`src/rtl/joy_dir_filter_pkg.sv`:
```
// Shared types and helpers for the joystick direction conditioner.
// Direction nibble packing is {up, down, left, right}, active-high.
package joy_pkg;

  typedef enum logic [1:0] {
    JOY_PASS    = 2'd0,
    JOY_4_LAST  = 2'd1,
    JOY_4_FIRST = 2'd2,
    JOY_8_SOCD  = 2'd3
  } joy_mode_e;

  localparam int DIR_UP    = 3;
  localparam int DIR_DOWN  = 2;
  localparam int DIR_LEFT  = 1;
  localparam int DIR_RIGHT = 0;

  // One-hot of the highest-priority set direction: up > down > left > right.
  function automatic logic [3:0] prio_enc(input logic [3:0] v);
    prio_enc = '0;
    if (v[DIR_UP])         prio_enc[DIR_UP]    = 1'b1;
    else if (v[DIR_DOWN])  prio_enc[DIR_DOWN]  = 1'b1;
    else if (v[DIR_LEFT])  prio_enc[DIR_LEFT]  = 1'b1;
    else if (v[DIR_RIGHT]) prio_enc[DIR_RIGHT] = 1'b1;
  endfunction

endpackage

```
`src/rtl/joy_dir_filter_if.sv`:
```
// Control, raw-input and filtered-output bundle of the direction conditioner.
interface joy_dir_filter_if #(
  parameter int NCH   = 2,
  parameter int DEB_W = 8
);
  logic             ce;
  logic [1:0]       mode;
  logic [DEB_W-1:0] deb_len;
  logic [4*NCH-1:0] indir;
  logic [4*NCH-1:0] outdir;
  logic [NCH-1:0]   changed;

  modport master (output ce, mode, deb_len, indir, input outdir, changed);
  modport slave  (input ce, mode, deb_len, indir, output outdir, changed);
endinterface

```
`src/rtl/joy_dir_filter_chan.sv`:
```
// One player channel: 2-FF sync, per-bit debounce, direction policy, output register.
module joy_dir_chan
  import joy_pkg::*;
#(
  parameter int DEB_W = 8
) (
  input  logic             clk,
  input  logic             reset_n,
  input  logic             ce,
  input  joy_mode_e        mode,
  input  logic [DEB_W-1:0] deb_len,
  input  logic [3:0]       indir,
  output logic [3:0]       outdir,
  output logic             changed
);

  localparam logic [DEB_W:0] ONE = (DEB_W+1)'(1);

  logic [3:0]            s1, s2, d, d_prev, d_next;
  logic [3:0][DEB_W-1:0] cnt, cnt_next;
  logic [DEB_W:0]        inc [4];
  logic [3:0]            sel, sel_next, rise, out_next;
  logic [1:0]            vflag, vflag_next, hflag, hflag_next;
  joy_mode_e             mode_prev;
  logic                  mode_chg;

  // Flag says which member of a pair rose last: 2'b10 upper bit, 2'b01 lower, 00 neither.
  function automatic logic [1:0] flag_upd(input logic [1:0] r, input logic [1:0] f);
    flag_upd = (r == 2'b00) ? f : ((r == 2'b11) ? 2'b00 : r);
  endfunction

  function automatic logic [1:0] socd(input logic [1:0] held, input logic [1:0] f);
    socd = (held == 2'b11) ? f : held;
  endfunction

  always_comb begin
    // NOTE: every always_comb output gets a default first so no path infers a latch.
    d_next   = d;
    cnt_next = cnt;
    for (int b = 0; b < 4; b++) begin
      inc[b] = {1'b0, cnt[b]} + ONE;
      if (deb_len == '0) begin
        d_next[b]   = s2[b];
        cnt_next[b] = '0;
      end else if (s2[b] == d[b]) begin
        cnt_next[b] = '0;
      end else if (ce) begin
        // >= so that shortening deb_len mid-count accepts on the next tick.
        if (inc[b] >= {1'b0, deb_len}) begin
          d_next[b]   = s2[b];
          cnt_next[b] = '0;
        end else begin
          cnt_next[b] = inc[b][DEB_W-1:0];
        end
      end
    end
  end

  assign rise     = d & ~d_prev;
  assign mode_chg = (mode != mode_prev);

  always_comb begin
    sel_next   = sel;
    vflag_next = vflag;
    hflag_next = hflag;
    out_next   = d;
    unique case (mode)
      JOY_PASS:    sel_next = '0;
      JOY_4_LAST: begin
        if (rise != '0)          sel_next = prio_enc(rise);
        else if ((d & sel) == '0) sel_next = prio_enc(d);
      end
      JOY_4_FIRST: if ((d & sel) == '0) sel_next = prio_enc(d);
      JOY_8_SOCD: begin
        vflag_next = flag_upd(rise[DIR_UP:DIR_DOWN], vflag);
        hflag_next = flag_upd(rise[DIR_LEFT:DIR_RIGHT], hflag);
      end
    endcase
    if (mode_chg) begin
      sel_next   = '0;
      vflag_next = '0;
      hflag_next = '0;
    end
    unique case (mode)
      JOY_PASS:                out_next = d;
      JOY_4_LAST, JOY_4_FIRST: out_next = d & sel_next;
      JOY_8_SOCD:              out_next = {socd(d[DIR_UP:DIR_DOWN], vflag_next),
                                           socd(d[DIR_LEFT:DIR_RIGHT], hflag_next)};
    endcase
  end

  always_ff @(posedge clk or negedge reset_n) begin
    // NOTE: debounce counters are ordinary flops and are reset too, so a reset mid-debounce discards partial counts.
    if (!reset_n) begin
      s1        <= '0;
      s2        <= '0;
      d         <= '0;
      d_prev    <= '0;
      cnt       <= '0;
      sel       <= '0;
      vflag     <= '0;
      hflag     <= '0;
      mode_prev <= JOY_PASS;
      outdir    <= '0;
      changed   <= 1'b0;
    end else begin
      // NOTE: non-blocking assignments so every flop samples pre-edge values, matching hardware.
      s1        <= indir;
      s2        <= s1;
      d         <= d_next;
      d_prev    <= d;
      cnt       <= cnt_next;
      sel       <= sel_next;
      vflag     <= vflag_next;
      hflag     <= hflag_next;
      mode_prev <= mode;
      outdir    <= out_next;
      changed   <= (out_next != outdir);
    end
  end

endmodule

```
`src/rtl/joy_dir_filter.sv`:
```
// N-channel joystick direction conditioner: one independent joy_dir_chan per player.
module joy_dir_filter
  import joy_pkg::*;
#(
  parameter int NCH   = 2,
  parameter int DEB_W = 8
) (
  input logic             clk,
  input logic             reset_n,
  joy_dir_filter_if.slave jif
);

  logic [3:0] out_arr [NCH];
  logic       chg_arr [NCH];

  for (genvar c = 0; c < NCH; c++) begin : g_chan
    joy_dir_chan #(.DEB_W(DEB_W)) u_chan (
      .clk     (clk),
      .reset_n (reset_n),
      .ce      (jif.ce),
      .mode    (joy_mode_e'(jif.mode)),
      .deb_len (jif.deb_len),
      .indir   (jif.indir[4*c +: 4]),
      .outdir  (out_arr[c]),
      .changed (chg_arr[c])
    );
  end

  always_comb begin
    jif.outdir  = '0;
    jif.changed = '0;
    for (int c = 0; c < NCH; c++) begin
      jif.outdir[4*c +: 4] = out_arr[c];
      jif.changed[c]       = chg_arr[c];
    end
  end

endmodule

```
`src/flat_wrapper.sv`:
```
// flat-port wrapper written by rule: the top's interface ports become plain ports
module joy_dir_filter_flat import joy_pkg::*;
#(
  parameter int NCH   = 2,
  parameter int DEB_W = 8
)
  (clk, reset_n, jif_ce, jif_mode, jif_deb_len, jif_indir, jif_outdir, jif_changed);
  joy_dir_filter_if #(.NCH(NCH), .DEB_W(DEB_W)) jif_i ();
  input logic clk;
  input logic reset_n;
  input wire logic [$bits(jif_i.ce)-1:0] jif_ce;
  input wire logic [$bits(jif_i.mode)-1:0] jif_mode;
  input wire logic [$bits(jif_i.deb_len)-1:0] jif_deb_len;
  input wire logic [$bits(jif_i.indir)-1:0] jif_indir;
  output wire logic [$bits(jif_i.outdir)-1:0] jif_outdir;
  output wire logic [$bits(jif_i.changed)-1:0] jif_changed;
  assign jif_i.ce = jif_ce;
  assign jif_i.mode = jif_mode;
  assign jif_i.deb_len = jif_deb_len;
  assign jif_i.indir = jif_indir;
  assign jif_outdir = jif_i.outdir;
  assign jif_changed = jif_i.changed;
  joy_dir_filter #(.NCH(NCH), .DEB_W(DEB_W)) u_core (.clk(clk), .reset_n(reset_n), .jif(jif_i));
endmodule
```
`config.mk`:
```
export PLATFORM = sky130hd
export DESIGN_NAME = joy_dir_filter_flat
export DESIGN_NICKNAME = d
export VERILOG_FILES = /design/src/rtl/joy_dir_filter_pkg.sv /design/src/rtl/joy_dir_filter_if.sv /design/src/rtl/joy_dir_filter_chan.sv /design/src/rtl/joy_dir_filter.sv /design/src/flat_wrapper.sv
export SDC_FILE = /design/constraint.sdc
export NUM_CORES = 1
export LEC_CHECK = 0
export ABC_AREA = 1
export BUFFER_PORTS_ARGS = -buffer_cell sky130_fd_sc_hd__buf_2
export CAP_MARGIN = 20
export CORE_MARGIN = 3
export CORE_UTILIZATION = 30
export CTS_CLUSTER_DIAMETER = 60
export DETAILED_ROUTE_END_ITERATION = 10
export GPL_TIMING_DRIVEN = 1
export SLEW_MARGIN = 20
export SYNTH_ARGS = -nofsm -noshare
export SYNTH_HDL_FRONTEND = slang
export SYNTH_HIERARCHICAL = 1
export SYNTH_SLANG_ARGS = --single-unit
```
`constraint.sdc`:
```
create_clock -name clk -period 2.6 [get_ports clk]
set_clock_uncertainty 0.15 [all_clocks]
set_input_delay 0.52 -clock clk [delete_from_list [all_inputs] [get_ports clk]]
set_output_delay 0.52 -clock clk [all_outputs]
set_load 0.01 [all_outputs]
```
Word-level counts from Yosys, hierarchy flattened

Index checks and enable logic that the tools add are counted.

$add $sub $neg: 8
Magnitude comparators: 8
Equal/unequal tests: 30
Mux-type cells: 122
Bitwise operators: 8
Reduce and logical (&&, ||, !) cells: 36

Operator list:

| kind                                                                   | number |
|---|---|
| 8-bit 2-to-1 mux                                                       | 32 |
| 8-bit by 1-bit adder with 9-bit output (second input constant)         | 8 |
| 9-bit by 8-bit greater-or-equal comparator with 1-bit output           | 8 |
| 1-bit 2-to-1 mux                                                       | 52 |
| 2-bit 2-to-1 mux                                                       | 24 |
| 4-bit one-hot mux with 3 select lines                                  | 4 |
| 4-bit AND                                                              | 6 |
| 4-bit 2-to-1 mux                                                       | 6 |
| 3-bit AND reduction                                                    | 8 |
| 3-bit nonzero test                                                     | 8 |
| 2-bit equality test (second input constant)                            | 10 |
| 2-bit nonzero test                                                     | 9 |
| 3-bit 2-to-1 mux                                                       | 4 |
| 2-bit logical NOT                                                      | 5 |
| 2-bit by 1-bit != test with 1-bit output (second input constant)       | 5 |
| 1-bit equality test                                                    | 8 |
| 4-bit logical NOT                                                      | 2 |
| 8-bit logical NOT                                                      | 1 |
| 4-bit != test                                                          | 2 |
| 4-bit NOT                                                              | 2 |
| 4-bit nonzero test                                                     | 2 |
| 2-bit != test (second input constant)                                  | 3 |
| 2-bit by 1-bit equality test with 1-bit output (second input constant) | 1 |
| 2-bit != test                                                          | 1 |
| 2-bit OR reduction                                                     | 1 |

Register bits after elaboration: 124
Input port bits: 21
Output and inout port bits: 10
Word-level logic and storage cells: 245

Depth between registers and ports, before layout

Gate-level depths: netlist of run 1.

Word-level depth: 12
Mapped depth: 17
Depth with buffers taken out: 16

Modules after synthesis

The synthesis of run 1 kept the hierarchy.

By module, submodules not included:

| module                                  | instances | cells an instance | area each (µm²) |
|---|---|---|---|
| joy_dir_chan at u_core.g_chan[1].u_chan | 1         | 524               | 4189.0 |
| joy_dir_chan at u_core.g_chan[0].u_chan | 1         | 516               | 4142.7 |

Worst setup path after synthesis of run 1

No wires, ideal clock.

Kind: reg2reg
Start: register u_core/g_chan[0].u_chan/cnt[16] (netlist bit)
End: register u_core/g_chan[0].u_chan/cnt[23] (netlist bit)
Data arrival time: 2.086 ns
Slack: 0.235 ns
Cell stages (with the launch flop): 14
Path buffers: 0
Cells stage by stage: dfrtp_1 ha_1 nand3_1 nor2_1 nand2_1 xor2_1 ha_1 nand4_1 o311ai_0 nand2_1 nand3_1 inv_1 nand2_1 o21ai_0

Cells in the longest elaborated chain, start to end: 6

RTL lines:

| element                                                      | line                       | RTL |
|---|---|---|
| start, declared                                              | joy_dir_filter_chan.sv:20  | `logic [3:0][DEB_W-1:0] cnt, cnt_next;` |
| start signal, assigned                                       | joy_dir_filter_chan.sv:112 | `cnt <= cnt_next;` |
| 8-bit by 1-bit adder with 9-bit output (*)                   | joy_dir_filter_chan.sv:41  | `inc[b] = {1'b0, cnt[b]} + ONE;` |
| 9-bit by 8-bit greater-or-equal comparator with 1-bit output | joy_dir_filter_chan.sv:49  | `if (inc[b] >= {1'b0, deb_len}) begin` |
| 8-bit 2-to-1 mux (*)                                         | joy_dir_filter_chan.sv:49  |  |
| 8-bit 2-to-1 mux (*)                                         | joy_dir_filter_chan.sv:47  | `end else if (ce) begin` |
| 8-bit 2-to-1 mux (*)                                         | joy_dir_filter_chan.sv:45  | `end else if (s2[b] == d[b]) begin` |
| 8-bit 2-to-1 mux (*)                                         | joy_dir_filter_chan.sv:42  | `if (deb_len == '0) begin` |

Mark *: on every way between the ends. The rest lies on a longest branch, timed or not. The select of a mux whose other input is x is not followed.
A chain may end at the register's enable or synchronous reset.

Final worst setup path of run 1

Start: register u_core/g_chan[0].u_chan/cnt[16] (netlist bit)
End: register u_core/g_chan[0].u_chan/cnt[20] (netlist bit)

Same word-level chain as after synthesis.

==> run metrics, run 1 <==
fin crit period=2520 ps; worst-path cell chain=nand2_1 > nor2_2 > nand3_2 > xor2_1 > inv_1 > ha_1 > nand4_1 > nor2_1 > nor4_2 > nand3_1 > buf_6 > o22ai_1; most frequent cell after synthesis=nand2_1; worst skew pair latency=~410 ps; RSZ-0062 raised after global routing=true; Placed Area=about 0.009 sq mm; Crit path required time=~2800 ps; synth cell count leaders=nand2_1 (241), inv_1 (178), dfrtp_1 (126); fin area=0.00987 sq mm; first-pass GRT wire length=approximately 33000 um; die area=0.0298 sq mm; Port Buf Inserts=30; kind of critical path=reg2reg; Cell Pwr Density=610 mW/mm^2; synth warn=6; Reg clk slew, reported paths=roughly 60 ps; Finished Layout Cells=1490; Die Height=~170 um; Tot Pwr=between 6 and 7 mW; Total GRT Usage=13.3%; final worst path period share=97.0%; async set or reset register ratio after synthesis=100%; syn_nets=1143; CP top delay family=simple AND/OR/NAND/NOR gates; H-Tree Depth=4; DRC Markers=0; GPL Wtd Cong=between 0.8 and 0.9; count of pins over their slew limit=0; Final Util=a little over a third; layout cells sized above 1=15.8%; CTS tree=yes; via count=between 6000 and 7000; Worst Setup End Kind=flip-flop; Post-synth EDFFs=0; CTS root buf=clkbuf_16; largest area contributor in the netlist=dfrtp_1; area grow syn2layout=18.4%; number of vias per cell=4.59; site row count=60; clk buf depth=2; synthesized area=between 0.008 and 0.009 sq mm; CTS sink count=126; Top FF cell, synth=dfrtp_1; status=finished clean; initial antenna violation count=0; Worst setup SP type=flip-flop; Final Hold Fails=0; synth top area cells=dfrtp_1 (38%), ha_1 (12%), nand2_1 (11%), inv_1 (8.0%), xor2_1 (4.8%); Synth top area share=between 30% and 40%; total gr overflow=0; IO Pins=31; number of global-route vias before repair=between 6000 and 7000; nets=between 1000 and 1500; HPWL after DPL=~14000 um; Finish-stage setup viols=0; Max stage delay on crit path=approximately 380 ps; Hold WC Path Type=in2reg; core area=between 0.02 and 0.03 sq mm; ant diodes=0; Post-Synthesis Cells=between 1000 and 1500; Die Wd=173 um; Worst Tran Pin Value=between 500 and 600 ps; cts bufs inserted=17; CP Buf/Inv Count=2; largest net degree at the start of global routing=52; Seq/Total Area, Yosys=roughly 38%; routed len/inst=between 10 and 15 um; CP Max Fanout=4; WL final=between 15000 and 20000 um; antenna viol nets, final=0; Max-cap violations=0; Starting DRT DRC Count=between 300 and 400; Worst EP arrival=~2700 ps; Slowest cell on crit path=dfrtp_1; Lkg Pwr=5.21 nW; Synth Register Bits=~130; Netlist cell types=39; syn_area_per_cell=8.01 sq um; Inst Count DP=1446; Fmax=just under 400 MHz; Slew HR=65.7%; DR pass1 iterations=5; Worst VDD drop=0.418 mV; Initial Util=about 31%
metrics by stage:
step	hold WS [ps]	setup WS [ps]	TNS (ps)
detailed placement	185	5.80	0
global route	35.2	-111	-1110
floorplan	74.4	235	0
global placement	183	78.8	0
CTS	39.1	0.759	0
finish	57.5	76.9	0
cell type report:
type	count	area (sq um)
fill	2753	17200
multi-input combinational	717	4580
sequential	126	3150
inverter	183	687
tap	372	465
clock buffer	18	429
timing repair buffer	61	408
clock inverter	13	144
routing by layer:
| metal | part of all wire [%] | track usage [%] | routed length [um] | vias up |
|---|---|---|---|---|
| li1 | - | - | - | 3499 |
| met5 | 0 | 0 | 0 | - |
| met1 | 48 | 17.4 | 9360 | 3232 |
| met2 | 48 | 22.8 | 9390 | 85 |
| met4 | 1.2 | 3.01 | 227 | 0 |
| met3 | 2.2 | 2.85 | 425 | 16 |
sequential cells by signal (all words and copies together) (netlist names):
name	cells
u_core/g_chan.u_chan/hflag	4
u_core/g_chan.u_chan/cnt	64
u_core/g_chan.u_chan/s2	8
u_core/g_chan.u_chan/vflag	4
u_core/g_chan.u_chan/s1	8
u_core/g_chan.u_chan/outdir	8
u_core/g_chan.u_chan/d_prev	8
u_core/g_chan.u_chan/d	8
u_core/g_chan.u_chan/mode_prev	4
u_core/g_chan.u_chan/sel	8
u_core/g_chan.u_chan/changed	2
timing repair:
item / 4_1_cts / 5_1_grt
hold buffers: 1 / 0
hold endpoints to repair: 48 / 0
buffers inserted: 1 / 11
resized for setup: 3 / 45
pin swaps: 1 / 20
endpoints found under the setup margin: 2 / 54
placed cells by master, fill, tap and decap left out, types with 3 or more instances in the layout:
| cell | synthesis | layout |
|---|---|---|
| a21boi_0 | 8 | 8 |
| or2_2 | 3 | 3 |
| nor2_2 | 4 | 5 |
| a21oi_1 | 43 | 42 |
| nor2_4 | 5 | 7 |
| nand2_1 | 241 | 241 |
| inv_2 | 5 | 7 |
| o22ai_1 | 38 | 36 |
| ha_1 | 82 | 77 |
| nor3_4 | 0 | 3 |
| xnor2_1 | 12 | 12 |
| clkbuf_16 | 0 | 17 |
| o21ai_1 | 6 | 11 |
| buf_2 | 3 | 29 |
| nand3_1 | 80 | 75 |
| ha_4 | 0 | 3 |
| nand3_2 | 1 | 6 |
| clkinv_2 | 0 | 3 |
| xor2_1 | 46 | 43 |
| o211ai_1 | 6 | 6 |
| nand3b_1 | 6 | 6 |
| dfrtp_1 | 126 | 126 |
| nor3_2 | 13 | 16 |
| inv_1 | 178 | 176 |
| o21ai_0 | 24 | 17 |
| buf_4 | 0 | 28 |
| nor2_1 | 49 | 46 |
| xor2_2 | 0 | 3 |
| clkinvlp_4 | 0 | 3 |
| o22ai_2 | 2 | 4 |
| a311oi_1 | 4 | 3 |
| nand2_2 | 17 | 16 |
| nand4_1 | 8 | 8 |
| clkinv_4 | 0 | 4 |
report_power, final:
group          leakage (nW)  switching (mW)  total (mW)  internal, mW
clock network         0.274           0.919        2.33          1.41
logic                  3.29           0.839        1.36         0.524
registers              1.65           0.190        2.32          2.13
total                  5.21            1.95        6.02          4.07
path summary, 6_finish.rpt:
kind                                                             start                                     endpoint  slack (ps)  cells after the start
min                                                       jif_indir[6]      u_core/g_chan[1].u_chan/s1[2]$_DFF_PN0_          60                      1
max in group asynchronous                                      reset_n   u_core/g_chan[0].u_chan/hflag[1]$_DFF_PN0_        1130                      3
max reg2reg                u_core/g_chan[0].u_chan/cnt[16]$_DFFE_PN0P_  u_core/g_chan[0].u_chan/cnt[20]$_DFFE_PN0P_          80                     12
min reg2reg                    u_core/g_chan[1].u_chan/s1[2]$_DFF_PN0_      u_core/g_chan[1].u_chan/s2[2]$_DFF_PN0_         200                      0
min in group asynchronous                                      reset_n  u_core/g_chan[0].u_chan/cnt[19]$_DFFE_PN0P_         480                      2
max                        u_core/g_chan[0].u_chan/cnt[16]$_DFFE_PN0P_  u_core/g_chan[0].u_chan/cnt[20]$_DFFE_PN0P_          80                     12
kinds of logic (layout without fill, tap and decap cells):
| group | count (synthesis) | after routing | synth area share [%] |
|---|---|---|---|
| AND/OR/NAND/NOR | 438 | 438 | 24.0 |
| multiplexers | 1 | 1 | 0.120 |
| XOR/XNOR | 58 | 58 | 6.10 |
| buffers and inverters | 197 | 275 | 9.64 |
| AO/OA/AOI/OAI | 138 | 138 | 10.0 |
| adder cells (fa/ha/maj) | 82 | 82 | 12.3 |
| flip-flops | 126 | 126 | 37.8 |
No activity file was read; power rests on OpenSTA's default activity.
==> inputs of run 2 (changes only) <==
- RECOVER_POWER: not set -> 25
==> run metrics, run 2 (synthesis results as in run 1) <==
largest net degree at the start of global routing=52 (unchanged); CTS sink count=126 (unchanged); first-pass GRT wire length=33200 um (unchanged); Worst VDD drop=0.420 mV (+0.41%); CTS root buf=clkbuf_16; Worst Tran Pin Value=1380 ps (+862 ps); Fmax=396 MHz (about the same); post-route setup slack=76.9 ps (+0.0249 ps); WL final=19400 um (about the same); die area=0.0298 sq mm (unchanged); nets=1209 (unchanged); Port Buf Inserts=30 (unchanged); Starting DRT DRC Count=318 (+0.95%); number of vias per cell=4.58 (-0.10%); ant diodes=0 (unchanged); kind of critical path=reg2reg; via count=6825 (-0.10%); cts bufs inserted=17 (unchanged); Slowest cell on crit path=dfrtp_1; Hold Path End=u_core/g_chan[1].u_chan/s1[2]$_DFF_PN0_; Finished Layout Cells=1490 (unchanged); CTS tree=yes; CP top delay family=simple AND/OR/NAND/NOR gates; most common cell after layout, fill and taps aside=nand2_1; layout cells sized above 1=15.7% (-0.18 points); routed len/inst=13.0 um (about the same); worst reg-to-reg path cell count=12 (unchanged); clk buf depth=2 (unchanged); site row count=60 (unchanged); Max-cap violations=0 (unchanged); fill cell count=2754 (+0.036%); Hold WC Path Type=in2reg; total gr overflow=0 (unchanged); Lkg Pwr=5.20 nW (-0.14%); Die Wd=173 um (unchanged); GPL Wtd Cong=0.825 (unchanged); Total GRT Usage=13.3% (unchanged); DRC Markers=0 (unchanged); initial antenna violation count=0 (unchanged); core area=0.0271 sq mm (unchanged); IO Pins=31 (unchanged); Reg clk slew, reported paths=60 ps (about the same); number of global-route vias before repair=6815 (unchanged); Initial Util=30.7% (unchanged); Max stage delay on crit path=380 ps (about the same); worst skew pair latency=420 ps (about the same); H-Tree Depth=4 (unchanged); Worst Setup End Kind=flip-flop; Worst EP arrival=2710 ps (about the same); HP Start=jif_indir[6]; setup tns final=0 ps (unchanged); worst reg2reg setup slack=80 ps (about the same); worst slack, placed=5.80 ps (unchanged); Inst Count DP=1446 (unchanged); RSZ-0062 raised after global routing=true; Finish-stage setup viols=0 (unchanged); HPWL after DPL=14300 um (unchanged); Tot Pwr=6.01 mW (about the same); Crit path depth=12 (unchanged); leading cell types in the layout, fill and taps excluded=nand2_1 (241), inv_1 (176), dfrtp_1 (126), ha_1 (77), nand3_1 (75); CP Buf/Inv Count=2 (unchanged); status=finished clean; Die Height=173 um (unchanged); Crit Reg-Reg Endpoint=u_core/g_chan[0].u_chan/cnt[20]$_DFFE_PN0P_; final worst path period share=97.0% (about the same); DR pass1 iterations=5 (unchanged); Biggest register=u_core/g_chan.u_chan/cnt; Critical R2R Launch=u_core/g_chan[0].u_chan/cnt[16]$_DFFE_PN0P_; count of pins over their slew limit=0 (unchanged); Crit path required time=2790 ps (about the same); hold depth=1 (unchanged); Final Hold Fails=0 (unchanged); fin crit period=2520 ps (-0.0249 ps); Final Util=36.4% (about the same); CP Max Fanout=4 (unchanged); antenna viol nets, final=0 (unchanged); Worst setup SP type=flip-flop; Cell Pwr Density=610 mW/mm^2 (about the same); worst-path cell chain=nand2_1 > nor2_2 > nand3_2 > xor2_1 > inv_1 > ha_1 > nand4_1 > nor2_1 > nor4_2 > nand3_1 > buf_6 > o22ai_1; Slew HR=8.16% (-57 points); max FFs per register=64 (unchanged); area grow syn2layout=18.3% (about the same)
run 2: worst reg2reg max path: cells and delay by family, from the launching register on:
kind / cells / cell delay, ps
AND/OR/NAND/NOR: 7 / 990
flip-flops: 1 / 380
adder cells (fa/ha/maj): 1 / 300
AO/OA/AOI/OAI: 1 / 110
buffers and inverters: 2 / 270
XOR/XNOR: 1 / 240
run 2: final cells by class:
class	count	area [sq um]	share of cell area, %
Clock inverter	13	144	1.46
Inverter	183	687	6.97
Clock buffer	18	429	4.35
Timing Repair Buffer	61	399	4.05
Tap cell	372	465	4.72
Multi-Input combinational cell	717	4580	46.5
Sequential cell	126	3150	32.0
run 2: worst max path at each step:
stage | startpoint | end | slack [ps]
5_1_grt | u_core/g_chan[0].u_chan/cnt[16]$_DFFE_PN0P_ | u_core/g_chan[0].u_chan/cnt[22]$_DFFE_PN0P_ | -110
4_1_cts | u_core/g_chan[1].u_chan/cnt[0]$_DFFE_PN0P_ | u_core/g_chan[1].u_chan/cnt[4]$_DFFE_PN0P_ | 0.8
3_5_place_dp | u_core/g_chan[1].u_chan/cnt[0]$_DFFE_PN0P_ | u_core/g_chan[1].u_chan/cnt[4]$_DFFE_PN0P_ | 6
3_3_place_gp | u_core/g_chan[1].u_chan/cnt[2]$_DFFE_PN0P_ | u_core/g_chan[1].u_chan/cnt[4]$_DFFE_PN0P_ | 80
2_1_floorplan | u_core/g_chan[0].u_chan/cnt[16]$_DFFE_PN0P_ | u_core/g_chan[0].u_chan/cnt[23]$_DFFE_PN0P_ | 230
6_report | u_core/g_chan[0].u_chan/cnt[16]$_DFFE_PN0P_ | u_core/g_chan[0].u_chan/cnt[20]$_DFFE_PN0P_ | 80
run 2: where the power goes:
group / switching [mW] / internal [mW] / leakage (nW)
logic: 0.839 / 0.522 / 3.28
clock network: 0.918 / 1.41 / 0.274
registers: 0.190 / 2.13 / 1.65
total: 1.95 / 4.07 / 5.20
run 2: stage by stage:
stage | cell area [sq um] | hold WS, ps
6_report | 9860 | 56.0
5_1_grt | 9860 | 35.2
4_1_cts | 9590 | 39.1
3_5_place_dp | 8980 | 185
3_3_place_gp | 8980 | 183
2_1_floorplan | 8330 | 74.4
run 2: routing by layer:
metal	GRT usage [%]	routed length (um)	up-vias
met5	0	0	-
met4	3.01	256	0
met3	2.85	405	16
met2	22.8	9400	77
met1	17.4	9340	3233
li1	-	-	3499
run 2: timing repair:
item                       in CTS  in global routing
hold buffers                    1                  0
resized for setup               3                 45
pin swaps                       1                 20
setup buffers                   1                 11
setup endpoints to repair       2                 54
hold endpoints to repair       48                  0
gates cloned                    0                  0
